File: src/rtl/rtsnoc_echo_initiator.sv
// Echo initiator/checker on an RTSNoC local port: sends a numbered burst of single-flit requests and checks each echoed reply.
// Registered outputs; a write is held until wait_i drops, and unexpected flits are drained with single-cycle rd_o pulses.
module rtsnoc_echo_initiator #(
  parameter int                    SOC_SIZE_X     = 1,
  parameter int                    SOC_SIZE_Y     = 1,
  parameter int                    NOC_DATA_WIDTH = 16,
  parameter logic [SOC_SIZE_X-1:0] LOCAL_X        = '0,
  parameter logic [SOC_SIZE_Y-1:0] LOCAL_Y        = '0,
  parameter logic [2:0]            LOCAL_H        = 3'd0,
  parameter int                    TIMEOUT_CYCLES = 1024,
  parameter int                    CNT_WIDTH      = 16
) (
  input  logic                                                   clk_i,
  input  logic                                                   rst_i,
  input  logic                                                   start_i,
  input  logic [CNT_WIDTH-1:0]                                   count_i,
  input  logic [NOC_DATA_WIDTH-1:0]                              seed_i,
  input  logic [SOC_SIZE_X-1:0]                                  dst_x_i,
  input  logic [SOC_SIZE_Y-1:0]                                  dst_y_i,
  input  logic [2:0]                                             dst_h_i,
  output logic [NOC_DATA_WIDTH+2*SOC_SIZE_X+2*SOC_SIZE_Y+5:0]    din_o,
  output logic                                                   wr_o,
  input  logic                                                   wait_i,
  input  logic [NOC_DATA_WIDTH+2*SOC_SIZE_X+2*SOC_SIZE_Y+5:0]    dout_i,
  input  logic                                                   nd_i,
  output logic                                                   rd_o,
  output logic                                                   busy_o,
  output logic                                                   done_o,
  output logic [CNT_WIDTH-1:0]                                   pass_cnt_o,
  output logic [CNT_WIDTH-1:0]                                   fail_cnt_o,
  output logic [CNT_WIDTH-1:0]                                   stray_cnt_o
);

  localparam int TW = (TIMEOUT_CYCLES > 1) ? $clog2(TIMEOUT_CYCLES) : 1;
  localparam logic [TW-1:0] TMAX = TW'(TIMEOUT_CYCLES - 1);

  typedef struct packed {
    logic [SOC_SIZE_X-1:0]     orig_x;
    logic [SOC_SIZE_Y-1:0]     orig_y;
    logic [2:0]                orig_h;
    logic [SOC_SIZE_X-1:0]     dst_x;
    logic [SOC_SIZE_Y-1:0]     dst_y;
    logic [2:0]                dst_h;
    logic [NOC_DATA_WIDTH-1:0] data;
  } flit_t;

  typedef enum logic [2:0] {IDLE, SEND, WAIT, READ, CHECK, DONE} state_t;

  state_t                    state;
  logic [SOC_SIZE_X-1:0]     dst_x;
  logic [SOC_SIZE_Y-1:0]     dst_y;
  logic [2:0]                dst_h;
  logic [CNT_WIDTH-1:0]      count;
  logic [CNT_WIDTH-1:0]      idx;
  logic [NOC_DATA_WIDTH-1:0] data;
  logic [TW-1:0]             timer;
  flit_t                     rx;

  logic [CNT_WIDTH-1:0]      idx_nxt;
  logic [NOC_DATA_WIDTH-1:0] data_nxt;
  logic                      reply_now;
  logic                      timeout;
  logic                      rx_ok;
  logic                      adv;

  function automatic logic [CNT_WIDTH-1:0] sat_inc(input logic [CNT_WIDTH-1:0] v);
    return (&v) ? v : v + 1'b1;
  endfunction

  always_comb begin
    idx_nxt   = idx + 1'b1;
    data_nxt  = data + 1'b1;
    // nd_i is not looked at during an rd_o cycle: it still flags the flit being read
    reply_now = nd_i && !rd_o;
    timeout   = (timer == TMAX);
    rx_ok     = (rx.orig_x == dst_x) && (rx.orig_y == dst_y) && (rx.orig_h == dst_h) &&
                (rx.dst_x == LOCAL_X) && (rx.dst_y == LOCAL_Y) && (rx.dst_h == LOCAL_H) &&
                (rx.data == data);
    adv       = ((state == WAIT) && !reply_now && timeout) || (state == CHECK);
  end

  always_ff @(posedge clk_i or posedge rst_i) begin
    if (rst_i) begin
      state       <= IDLE;
      din_o       <= '0;
      wr_o        <= 1'b0;
      rd_o        <= 1'b0;
      busy_o      <= 1'b0;
      done_o      <= 1'b0;
      pass_cnt_o  <= '0;
      fail_cnt_o  <= '0;
      stray_cnt_o <= '0;
      dst_x       <= '0;
      dst_y       <= '0;
      dst_h       <= '0;
      count       <= '0;
      idx         <= '0;
      data        <= '0;
      timer       <= '0;
      rx          <= '0;
    end else begin
      done_o <= 1'b0;

      // Stray drain: runs alongside the FSM so a pending write in SEND is untouched
      if (rd_o) begin
        rd_o <= 1'b0;
        if (state != READ) stray_cnt_o <= sat_inc(stray_cnt_o);
      end else if (nd_i && (state == IDLE || state == SEND || state == DONE)) begin
        rd_o <= 1'b1;
      end

      case (state)
        IDLE: begin
          if (start_i) begin
            dst_x       <= dst_x_i;
            dst_y       <= dst_y_i;
            dst_h       <= dst_h_i;
            count       <= count_i;
            idx         <= '0;
            data        <= seed_i;
            pass_cnt_o  <= '0;
            fail_cnt_o  <= '0;
            stray_cnt_o <= '0;
            if (count_i == '0) begin
              state  <= DONE;
              done_o <= 1'b1;
              busy_o <= 1'b0;
            end else begin
              state  <= SEND;
              busy_o <= 1'b1;
              wr_o   <= 1'b1;
              din_o  <= {LOCAL_X, LOCAL_Y, LOCAL_H, dst_x_i, dst_y_i, dst_h_i, seed_i};
            end
          end
        end
        SEND: begin
          if (!wait_i) begin
            wr_o  <= 1'b0;
            timer <= '0;
            state <= WAIT;
          end
        end
        WAIT: begin
          if (reply_now) begin
            rd_o  <= 1'b1;
            state <= READ;
          end else if (!timeout) begin
            timer <= timer + 1'b1;
          end else begin
            fail_cnt_o <= sat_inc(fail_cnt_o);
          end
        end
        READ: begin
          rx    <= dout_i;
          state <= CHECK;
        end
        CHECK: begin
          if (rx_ok) pass_cnt_o <= sat_inc(pass_cnt_o);
          else       fail_cnt_o <= sat_inc(fail_cnt_o);
        end
        DONE:    state <= IDLE;
        default: state <= IDLE;
      endcase

      if (adv) begin
        idx  <= idx_nxt;
        data <= data_nxt;
        if (idx_nxt == count) begin
          state  <= DONE;
          done_o <= 1'b1;
          busy_o <= 1'b0;
        end else begin
          state <= SEND;
          wr_o  <= 1'b1;
          din_o <= {LOCAL_X, LOCAL_Y, LOCAL_H, dst_x, dst_y, dst_h, data_nxt};
        end
      end
    end
  end

endmodule
File: config.mk
export PLATFORM = sky130hd
export DESIGN_NAME = rtsnoc_echo_initiator
export DESIGN_NICKNAME = d
export VERILOG_FILES = /design/src/rtl/rtsnoc_echo_initiator.sv
export SDC_FILE = /design/constraint.sdc
export NUM_CORES = 1
export LEC_CHECK = 0
export CORE_MARGIN = 5
export CORE_UTILIZATION = 45
export CTS_BUF_LIST = sky130_fd_sc_hd__clkbuf_2
export DETAILED_ROUTE_END_ITERATION = 16
export PLACE_DENSITY = 0.69
export SYNTH_ARGS = -nofsm -noshare
export SYNTH_HDL_FRONTEND = slang
export SYNTH_SLANG_ARGS = --single-unit
File: constraint.sdc
create_clock -name clk_i -period 7.9 [get_ports clk_i]
set_input_delay 1.58 -clock clk_i [delete_from_list [all_inputs] [get_ports clk_i]]
set_output_delay 1.58 -clock clk_i [all_outputs]
set_load 0.03 [all_outputs]
# [Word level (Yosys, flattened, before mapping)]
# Cells that the tools add are included.
[op_classes] n_addsub=6 n_eq_ne=24 mux=55 bitwise=2 reduce_logical=32
[ops] op="$mux W16" n=17
[ops] op="$mux W26" n=5
[ops] op="$add A16 B1 Y16 const B" n=5
[ops] op="$pmux W16 S3" n=1
[ops] op="$reduce_and A16 Y1" n=3
[ops] op="$eq A16 B16 Y1" n=2
[ops] op="$pmux W16 S2" n=1
[ops] op="$mux W10" n=3
[ops] op="$pmux W10 S2" n=1
[ops] op="$mux W1" n=19
[ops] op="$mux W3" n=6
[ops] op="$ne A2 B2 Y1 const B" n=9
[ops] op="$logic_not A16 Y1" n=1
[ops] op="$pmux W3 S5" n=1
[ops] op="$reduce_and A4 Y1" n=3
[ops] op="$add A10 B1 Y10 const B" n=1
[ops] op="$eq A10 B10 Y1 const B" n=1
[ops] op="$logic_and A1 B1 Y1" n=10
[ops] op="$ne A3 B3 Y1 const B" n=3
[ops] op="$reduce_bool A2 Y1" n=4
[ops] op="$eq A3 B2 Y1 const B" n=2
[ops] op="$eq A3 B3 Y1 const B" n=2
[ops] op="$logic_not A3 Y1" n=2
[ops] op="$reduce_and A5 Y1" n=1
[ops] op="10 further kinds" n=16
[word_totals] regBits=170 word_cells=142

# [Longest topological paths before layout]
[logic_depth] word_depth=9 depth_mapped=10

# [Least setup slack after synthesis]
# OpenSTA, ideal clock, no wires.
[synth_timing] path_kind="input -> register" start="input port count_i[7]" end="register din_o[10]" arrival_ns=3.017 required_time_ns=7.774 slack_ns=4.757 path_stages=6 n_path_buf=1 path_cell_list="nor4_1 > nand4_1 > nand2_1 > clkbuf_1 > mux2i_1 > mux2i_1"
[synth_via] elab_chain_cells=6
[synth_rtl] item="start: declaration" line_no="16" text="input logic [CNT_WIDTH-1:0] count_i,"
[synth_rtl] item="$logic_not A16 Y1 *" line_no="124" text="if (count_i == '0) begin"
[synth_rtl] item="$mux W26 *" line_no="124"
[synth_rtl] item="$mux W26 *" line_no="114" text="if (start_i) begin"
[synth_rtl] item="$mux W26 *" line_no="112" text="case (state)"
[synth_rtl] item="$mux W26" line_no="168" text="if (idx_nxt == count) begin"
[synth_rtl] item="$mux W26 *" line_no="165" text="if (adv) begin"
[synth_rtl] item="end signal: assignment" line_no="132" text="din_o <= {LOCAL_X, LOCAL_Y, LOCAL_H, dst_x_i, dst_y_i, dst_h_i, seed_i};"
[synth_rtl] item="end signal: assignment" line_no="175" text="din_o <= {LOCAL_X, LOCAL_Y, LOCAL_H, dst_x, dst_y, dst_h, data_nxt};"
[synth_rtl] item="end: declaration" line_no="21" text="output logic [NOC_DATA_WIDTH+2*SOC_SIZE_X+2*SOC_SIZE_Y+5:0] din_o,"
# Every way passes the cells marked *; elsewhere a longest branch is shown, timed or not.
# A chain may end at the register's enable or synchronous reset.

# [Worst setup path after layout]
[layout_timing] start="input port start_i" end="register fail_cnt_o[14]"
[layout_via] elab_chain_cells=2
[layout_rtl] item="start: declaration" line_no="15" text="input logic start_i,"
[layout_rtl] item="$ne A2 B2 Y1 (no source line)"
[layout_rtl] item="$reduce_and A5 Y1 (no source line)"
[layout_rtl] item="end signal: assignment" line_no="150" text="fail_cnt_o <= sat_inc(fail_cnt_o);"
[layout_rtl] item="end signal: assignment" line_no="159" text="else fail_cnt_o <= sat_inc(fail_cnt_o);"
[layout_rtl] item="end: declaration" line_no="30" text="output logic [CNT_WIDTH-1:0] fail_cnt_o,"
# No other way between the ends.

==> results.txt <==
Status -> completed
Crit path DAT -> 4.20 ns
Netlist cell types -> 57
Largest family of logic cells by synthesized area -> simple AND/OR/NAND/NOR gates
Placer Congestion -> 0.8622
Worst vdd ir -> 0.0001372 V
DRT Pass-1 Iters -> 5
Inst Count DP -> 1311
Post-synth EDFFs -> 0
Ys async rst share -> 100.0%
Share of the yosys chip area belonging to registers -> 47.12%
Remaining DRCs -> 0
Psw -> 1.310 mW
Clock sinks -> 170
Post-Syn Instances -> 946
Core Footprint -> 19590 µm²
Worst Path Class, Setup -> in2reg
Post-synth top cells -> 170 x dfrtp_1, 147 x nand2_1, 77 x nor2_1
Hold/Removal Path Class -> reg2reg
Syn_nets -> 1020
Filler cell count -> 1787
CP max stage cell -> nand2_2
Area fraction of the dominant cell type after synthesis -> 47.12%
CTS Buf Count -> 17
Internal Power -> 1.913 mW
Crit-path cells -> clkdlybuf4s50_1, nand2_2, o211ai_1, nand2_1, nor2_1, nand2_1, a32o_1
Required @ worst endpoint -> 8.51 ns
Post-synthesis xor/xnor area fraction -> 8.925%
Synth Warn # -> 0
Final setup violation count -> 0
Setup bufs post-CTS -> 0
# resized after CTS -> 0
Adder-Cell Fraction of Synth Area -> 0.8315%
Final setup margin -> 4.315 ns
Largest net degree at the start of global routing -> 112
DRT Wirelength -> 23220 µm
Final HPWL DP -> 16070 µm
Compound-Gate Fraction of Synth Area -> 9.022%
Die extent in y -> 151.6 µm
Slowest stage delay, CP -> 0.61 ns
Crit Path Max Fanout -> 49
Fin util -> 55.84%
Gr usage total -> 20.70%
Cell mode on critical path -> nand2_1
First DRT Iteration DRCs -> 502
Static leakage -> 4.735 nW
Tightest Pin Transition -> 1.061 ns
Rows -> 51
Final ANT Viol Nets -> 0
Final hold slack -> 0.5051 ns
RSZ-0062 raised after global routing -> false
Initial antenna violation count -> 1
CTS Buffer Depth -> 2
Setup Skew -> 0.04816 ns
Post-synth top flop -> dfrtp_1
Final instance area -> 10940 µm²
Count leader, synth -> dfrtp_1
Htree depth -> 4
Area leader, netlist -> dfrtp_1
Die area -> 23000 µm²
Peak Freq -> 279.0 MHz
Final period util -> 45.37%
Vias per cell -> 5.491
Clk Latency, worst-skew pair -> 0.74 ns
Post-DR wirelength/cell -> 17.28 µm
Post-layout net count -> 1139
Pwr/cell area -> 294.6 nW/µm²
Switch share -> 40.64%
Post-CTS Hold Buffers -> 0
PortBufs -> 145
Setup_tns -> 0 ns
Crit start category -> input port
Multiplexer area fraction after synthesis -> 9.008%
Share of layout cells above drive strength 1 -> 9.369%
Min Tclk post-route -> 3.585 ns
Proportion of power drawn by flip-flops and latches -> 42.8%
Synth Cell Area -> 9029 µm²
Synth area leaders -> dfrtp_1 47%, nand2_1 6.1%, mux2_2 5.2%
IO Count -> 146
Chip width -> 151.6 µm
Pre-CTS WS -> 3.540 ns
Starting Density -> 46.09%
Post-synthesis simple-gate area fraction -> 22.12%
First-pass GRT wire length -> 37870 µm
Hold Fails Final Rpt -> 0
Headroom to the max-slew limit -> 29.00%
Vias in the first global route -> 7273
Max-cap violation count -> 0
Post-DP Area -> 10650 µm²
Area grow syn2layout -> 21.16%
Vias -> 7380
Seq cells post-synth -> 170
Crit end category -> register
Tot Pwr -> 3.223 mW
Slew Limit Fails -> 0
Clock share of power -> 16.5%
Layout Cells excl Fill -> 1344
Worst-path clk slew -> 0.25 ns
Total congestion overflow -> 0
Comb power frac -> 40.7%
CTS tree -> built
Root Driver -> clkbuf_2
Syn avg cell area -> 9.544 µm²
-- final timing paths --
check | startpoint | endpoint | slack [ns] | cells after the start
setup / recovery | start_i | fail_cnt_o[14] | 4.32 | 7
hold / removal | timer[8] | timer[8] | 0.51 | 1
setup reg to reg | state[2] | fail_cnt_o[14] | 4.33 | 7
hold reg to reg | timer[8] | timer[8] | 0.51 | 1
max in group asynchronous | rst_i | fail_cnt_o[15] | 5.06 | 3
min in group asynchronous | rst_i | pass_cnt_o[1] | 1.39 | 2
-- registers in the layout, summed over array words and instances (netlist names), 3 cells and up --
signal and count:
data 16, stray_cnt_o 16, state 3, dst_h 3
rx 26, timer 10, fail_cnt_o 16, pass_cnt_o 16
count 16, din_o 26, idx 16
-- cell usage in the layout, fill, tap and decap left out, types with 7 or more instances in the layout --
master           count
inv_1               10
and3_1              26
nor3_1              15
nor4_1              12
clkdlybuf4s50_1    145
a31oi_1              7
xor2_1              48
nand2_1            146
o21ai_0             53
buf_4                7
or4_1                7
xnor2_1             44
mux2i_1             34
clkbuf_2            18
mux2_2              42
nand3_1             44
and4_1               9
nand4_1             28
dfrtp_1            170
o211ai_1             8
a21oi_1             26
nor2_1              77
nand2b_1             9
-- routing by layer --
| layer | wire length [µm] | track usage [%] | part of all wire, % |
|---|---|---|---|
| met2 | 11310 | 33.60 | 49 |
| met3 | 1340 | 5.027 | 5.8 |
| met1 | 10330 | 28.42 | 45 |
| met5 | 0 | 0 | 0 |
| met4 | 238 | 4.358 | 1.0 |
-- power by group through the flow --
| stage | Sequential [mW] | Combinational (mW) | Clock (mW) |
|---|---|---|---|
| 2_1_floorplan | 1.42 | 0.860 | 0 |
| 3_5_place_dp | 1.39 | 1.32 | 0 |
| 6_report | 1.38 | 1.31 | 0.533 |
| 3_3_place_gp | 1.39 | 1.29 | 0 |
| 4_1_cts | 1.38 | 1.32 | 0.546 |
| 5_1_grt | 1.42 | 1.45 | 0.580 |
-- layout make-up --
type	instances	area [µm²]	share of cell area, %
multi-input cells	713	4513	41.26
diodes	1	2.502	0.02288
clock buffers	18	90.09	0.8235
clock inverters	14	197.7	1.807
inverters	11	46.29	0.4232
repair buffers	152	1504	13.75
well taps	265	331.6	3.031
flip-flops and latches	170	4254	38.89
-- critical path: cells and delay by family --
kind | cells | cell delay [ns]
AOI/OAI and AO/OA | 2 | 0.70
buffers and inverters | 1 | 0.52
and+or+nand+nor | 4 | 1.38
-- cells by family after synthesis --
group | after synthesis
mux | 76
xor+xnor | 92
simple gates | 408
flops | 170
compound gates | 131
fa+ha+maj | 6
buf+inv | 63
Note: power is estimated with default switching activity, not from simulation.
==> edit 1, RTL diff (same settings) <==
Change the parameter `TIMEOUT_CYCLES` from 1024 to 4096.
--- a/src/rtl/rtsnoc_echo_initiator.sv
+++ b/src/rtl/rtsnoc_echo_initiator.sv
@@ -7,7 +7,7 @@
   parameter logic [SOC_SIZE_X-1:0] LOCAL_X        = '0,
   parameter logic [SOC_SIZE_Y-1:0] LOCAL_Y        = '0,
   parameter logic [2:0]            LOCAL_H        = 3'd0,
-  parameter int                    TIMEOUT_CYCLES = 1024,
+  parameter int                    TIMEOUT_CYCLES = 4096,
   parameter int                    CNT_WIDTH      = 16
 ) (
   input  logic                                                   clk_i,
Function: no difference found for any inputs over 4 cycles, from zero or initial values and one cycle with rst_i high; that may be too few to reach the edited logic, so the function may still have changed.
==> edit 1 against the original RTL <==
  * Clock power decreased by 9.0%
  * Critical path depth is the same
  * Setup slack lost 0.23 ns
  * Design area up 0.28%
  * Sequential cell count up 2
  * Wire length down 1.9%
  * Register-to-register slack got worse by 0.25 ns
  * First-iteration DRC count decreased by 14%
  * Area after synthesis rose by 0.47%
  * Power fell by 1.6%
  * Die area increased by 0.44%
  * Fmax shrank 6.1%
  * Largest power group unchanged
==> edit 1: results (changes against the original RTL) <==
| Metric | Value |
|---|---|
| Tot GR Track Use | 19.80% (-0.90 points) |
| Routed WL per cell | 16.89 µm (-2.3%) |
| Top layer in use | met5 |
| Routed wl met3 | 1617 µm (+21%) |
| Largest net degree at the start of global routing | 77 (-31%) |
| Wire length on met1 | 10360 µm (+0.27%) |
| Hold slack | 0.5194 ns (+0.01432 ns) |
| Placed cell areas | 10720 µm² (+0.66%) |
| Share of layout cells above drive strength 1 | 8.813% (-0.56 points) |
| Met2 wire length | 10590 µm (-6.3%) |
| Clock group | 0.485 mW (-9.0%) |
| DP Worst Slack | 3.333 ns (-0.2074 ns) |
| Hold endpoint | idx[15] |
| Avg Cell Area, Syn | 9.579 µm² (+0.37%) |
| Status | complete, no violations |
| Number of global-route vias before repair | 7314 (+0.56%) |
| Crit path DAT | 4.49 ns (+0.29 ns) |
| Initial drt markers | 430 (-14%) |
| Static Leak | 4.592 nW (-3.0%) |
| Sw frac | 40.35% (-0.29 points) |
| Synth top area cells | dfrtp_1 (47%), nand2_1 (5.8%), xnor2_1 (4.9%) |
| Cell variety after synth | 65 (+14%) |
| Max incr delay on CP | 0.65 ns (+0.04 ns) |
| Net count after synthesis | 1021 (+0.098%) |
| Routed wire length | 22780 µm (-1.9%) |
| First-pass GRT wire length | 37900 µm (about the same) |
| Worst slew pin tran | 1.030 ns (-0.03121 ns) |
| M3 GR Usage | 5.717% (+0.69 points) |
| Worst r2r src | idx[3] |
| Grt met1 use | 27.42% (-1.0 points) |
[edit 1: worst max path at each step]
stage / slack (ns) / startpoint / depth (start not counted) / end
floorplan: 1.66 / rst_i / 1 / busy_o
global placement: 3.34 / wait_i / 8 / timer[11]
detailed placement: 3.33 / wait_i / 8 / timer[11]
CTS: 4.06 / idx[3] / 7 / din_o[1]
global route: 3.80 / idx[3] / 7 / din_o[1]
finish: 4.08 / idx[3] / 7 / din_o[1]
[edit 1: kinds of logic after synthesis]
kind of cell | synth area share, %
and+or+nand+nor | 21.63
DFF | 47.45
AOI/OAI and AO/OA | 8.979
xor gates and xnor gates | 8.938
muxes | 9.255
buffers and inverters | 2.924
adders and majority gates | 0.8276
[edit 1: layout make-up]
class / instances / area (µm²)
fillers: 1865 / 9070
inverters: 12 / 50.05
clock inverters: 15 / 162.7
clock buffers: 17 / 85.08
well taps: 270 / 337.8
flip-flops and latches: 172 / 4304
multi-input cells: 709 / 4516
diodes: 1 / 2.502
repair buffers: 153 / 1511
==> edit 2, RTL diff (same settings) <==
Without the edit above. Encoding of `state_t`: now one-hot (6 bits for 6 states).
--- a/src/rtl/rtsnoc_echo_initiator.sv
+++ b/src/rtl/rtsnoc_echo_initiator.sv
@@ -44,7 +44,7 @@
     logic [NOC_DATA_WIDTH-1:0] data;
   } flit_t;
 
-  typedef enum logic [2:0] {IDLE, SEND, WAIT, READ, CHECK, DONE} state_t;
+  typedef enum logic [5:0] {IDLE = 6'b000001, SEND = 6'b000010, WAIT = 6'b000100, READ = 6'b001000, CHECK = 6'b010000, DONE = 6'b100000} state_t;
 
   state_t                    state;
   logic [SOC_SIZE_X-1:0]     dst_x;
Behaviour: no difference found for any inputs over 4 cycles, from zero or initial values and one cycle with rst_i high; so few cycles prove little.
==> edit 2 against the original RTL <==
  * Final cell count is 2.0% higher
  * Sequential share of layout area increased by 0.65 points
  * Setup slack got worse by 0.25 ns
  * Register-to-register slack got worse by 0.17 ns
  * Worst hold slack hardly changed
  * Design area up 0.12%
  * Combinational power decreased by 21%
  * Area after synthesis increased by 0.25%
  * Power shrank 13%
  * Wire length hardly changed
  * Sequential cell count is 3 higher
  * Highest routed layer unchanged
==> edit 2: results (changes against the original RTL) <==
| Metric | Value |
|---|---|
| Status | complete, no violations |
| Met2 Use GR | 32.26% (-1.3 points) |
| Static Leak | 4.567 nW (-3.5%) |
| First-pass GRT wire length | 38150 µm (+0.73%) |
| IO buf count | 145 (unchanged) |
| Number of global-route vias before repair | 7311 (+0.52%) |
| Routability cong. | 0.8304 (-3.7%) |
| Sw frac | 39.26% (-1.4 points) |
| Filler cell count | 1824 (+2.1%) |
| DP Worst Slack | 3.218 ns (-0.3218 ns) |
| Reg clk slew, reported paths | 0.26 ns |
| Setup TNS | 0 ns (unchanged) |
| Worst reg2reg path depth | 8 (+1) |
| CP max FO | 53 (+8.2%) |
| Net count after synthesis | 1041 (+2.1%) |
| CTS max path bufs | 2 (unchanged) |
| Regs by FF count | din_o: 26 flops, rx: 26 flops |
| Commonest cells post-synth | nand2_1 (214), dfrtp_1 (172), o21ai_0 (66), xnor2_1 (62), nor2_1 (57) |
| Tot GR Track Use | 19.98% (-0.72 points) |
| Worst vdd ir | 0.1490 mV (+8.6%) |
| Worst slew pin tran | 0.9268 ns (-0.1345 ns) |
| Cell count after synthesis | 967 (+2.2%) |
| Clock root cell | clkbuf_2 |
| Worst skew pair latency | 0.79 ns (+0.05 ns) |
| EDFF count, synth | 0 (unchanged) |
| First-pass DRT Iterations | 4 (-1) |
| Hold depth | 2 (+1) |
| H-tree Lvls | 4 (unchanged) |
| Post-CTS sizing | 0 (unchanged) |
| M3 GR Usage | 4.345% (-0.68 points) |
| HP Class | reg -> reg |
| DP Cell Count | 1338 (+2.1%) |
| Yosys warning total | 0 (unchanged) |
| Crit path DAT | 4.56 ns (+0.36 ns) |
| Grt met1 use | 27.82% (-0.60 points) |
| Seq/Total Area, Yosys | 47.84% (+0.73 points) |
| Routed wire length | 23200 µm (about the same) |
| Share of layout cells above drive strength 1 | 6.787% (-2.6 points) |
| Antenna violations before repair | 1 (unchanged) |
| Vias/cell | 5.375 (-2.1%) |
| Synth top area cells | dfrtp_1 (48%), nand2_1 (8.9%), xnor2_1 (6.0%) |
| Top_reg_cell synth | dfrtp_1 |
| Slew Limit Fails | 0 (unchanged) |
| Routed WL per cell | 16.92 µm (-2.0%) |
| Placed cell areas | 10720 µm² (+0.66%) |
| Initial drt markers | 456 (-9.2%) |
| Largest net degree at the start of global routing | 81 (-28%) |
| Cell variety after synth | 63 (+11%) |
| Clock Skews | 0.04516 ns (-0.002997 ns) |
| Final net count | 1166 (+2.4%) |
| # Post-CTS Setup Buffers | 0 (unchanged) |
| Async set-or-reset flop fraction in the synthesized netlist | 100.0% (unchanged) |
| Core Util, Final | 55.72% (-0.12 points) |
| Number of buffers created by CTS | 17 (unchanged) |
| Detailed placement HPWL | 16280 µm (+1.3%) |
| Max Clock Freq | 0.2609 GHz (-6.5%) |
-- edit 2: power by group through the flow --
stage          sequential, mW  combinational (mW)  clock [mW]
6_report                 1.30                1.04       0.476
4_1_cts                  1.30                1.06       0.486
2_1_floorplan            1.37               0.622           0
5_1_grt                  1.33                1.14       0.519
3_3_place_gp             1.32                1.03           0
3_5_place_dp             1.32                1.05           0
-- edit 2: cell type report --
class                      instances  area share, %
inverter                          12         0.4570
clock buffer                      17         0.7769
timing repair buffer             153          13.80
multi-input combinational        735          41.05
antenna                            1        0.02285
clock inverter                    15          1.325
tap                              265          3.028
sequential                       173          39.54
-- edit 2: worst paths after layout --
path | from | endpoint | slack [ns]
max in group asynchronous | rst_i | rd_o | 5.39
hold reg to reg | rx[16] | rx[16] | 0.50
setup / recovery | nd_i | fail_cnt_o[9] | 4.07
setup reg to reg | state[5] | fail_cnt_o[9] | 4.16
hold / removal | rx[16] | rx[16] | 0.50
min in group asynchronous | rst_i | stray_cnt_o[3] | 1.22
-- edit 2: critical path, cell delays in order --
cell and delay, ns:
clkdlybuf4s50_1 0.42, nand2b_1 0.14, and3_1 0.26, a41oi_4 0.12, buf_4 0.32, nand2_1 0.63
nand4_1 0.46, or3_1 0.46, a21oi_1 0.14
-- edit 2: logic make-up after synthesis --
kind of cell	count (synthesis)	share of synthesized area, %
and+or+nand+nor	460	25.23
DFF	173	47.84
AOI/OAI and AO/OA	139	9.456
xor gates and xnor gates	84	8.446
buffers and inverters	59	2.709
muxes	46	5.488
adders and majority gates	6	0.8294
-- edit 2: layer usage --
metal	share of wire [%]	up-vias
li1	-	3618
met1	47	3590
met5	0	-
met2	47	146
met3	4.6	15
met4	0.88	0
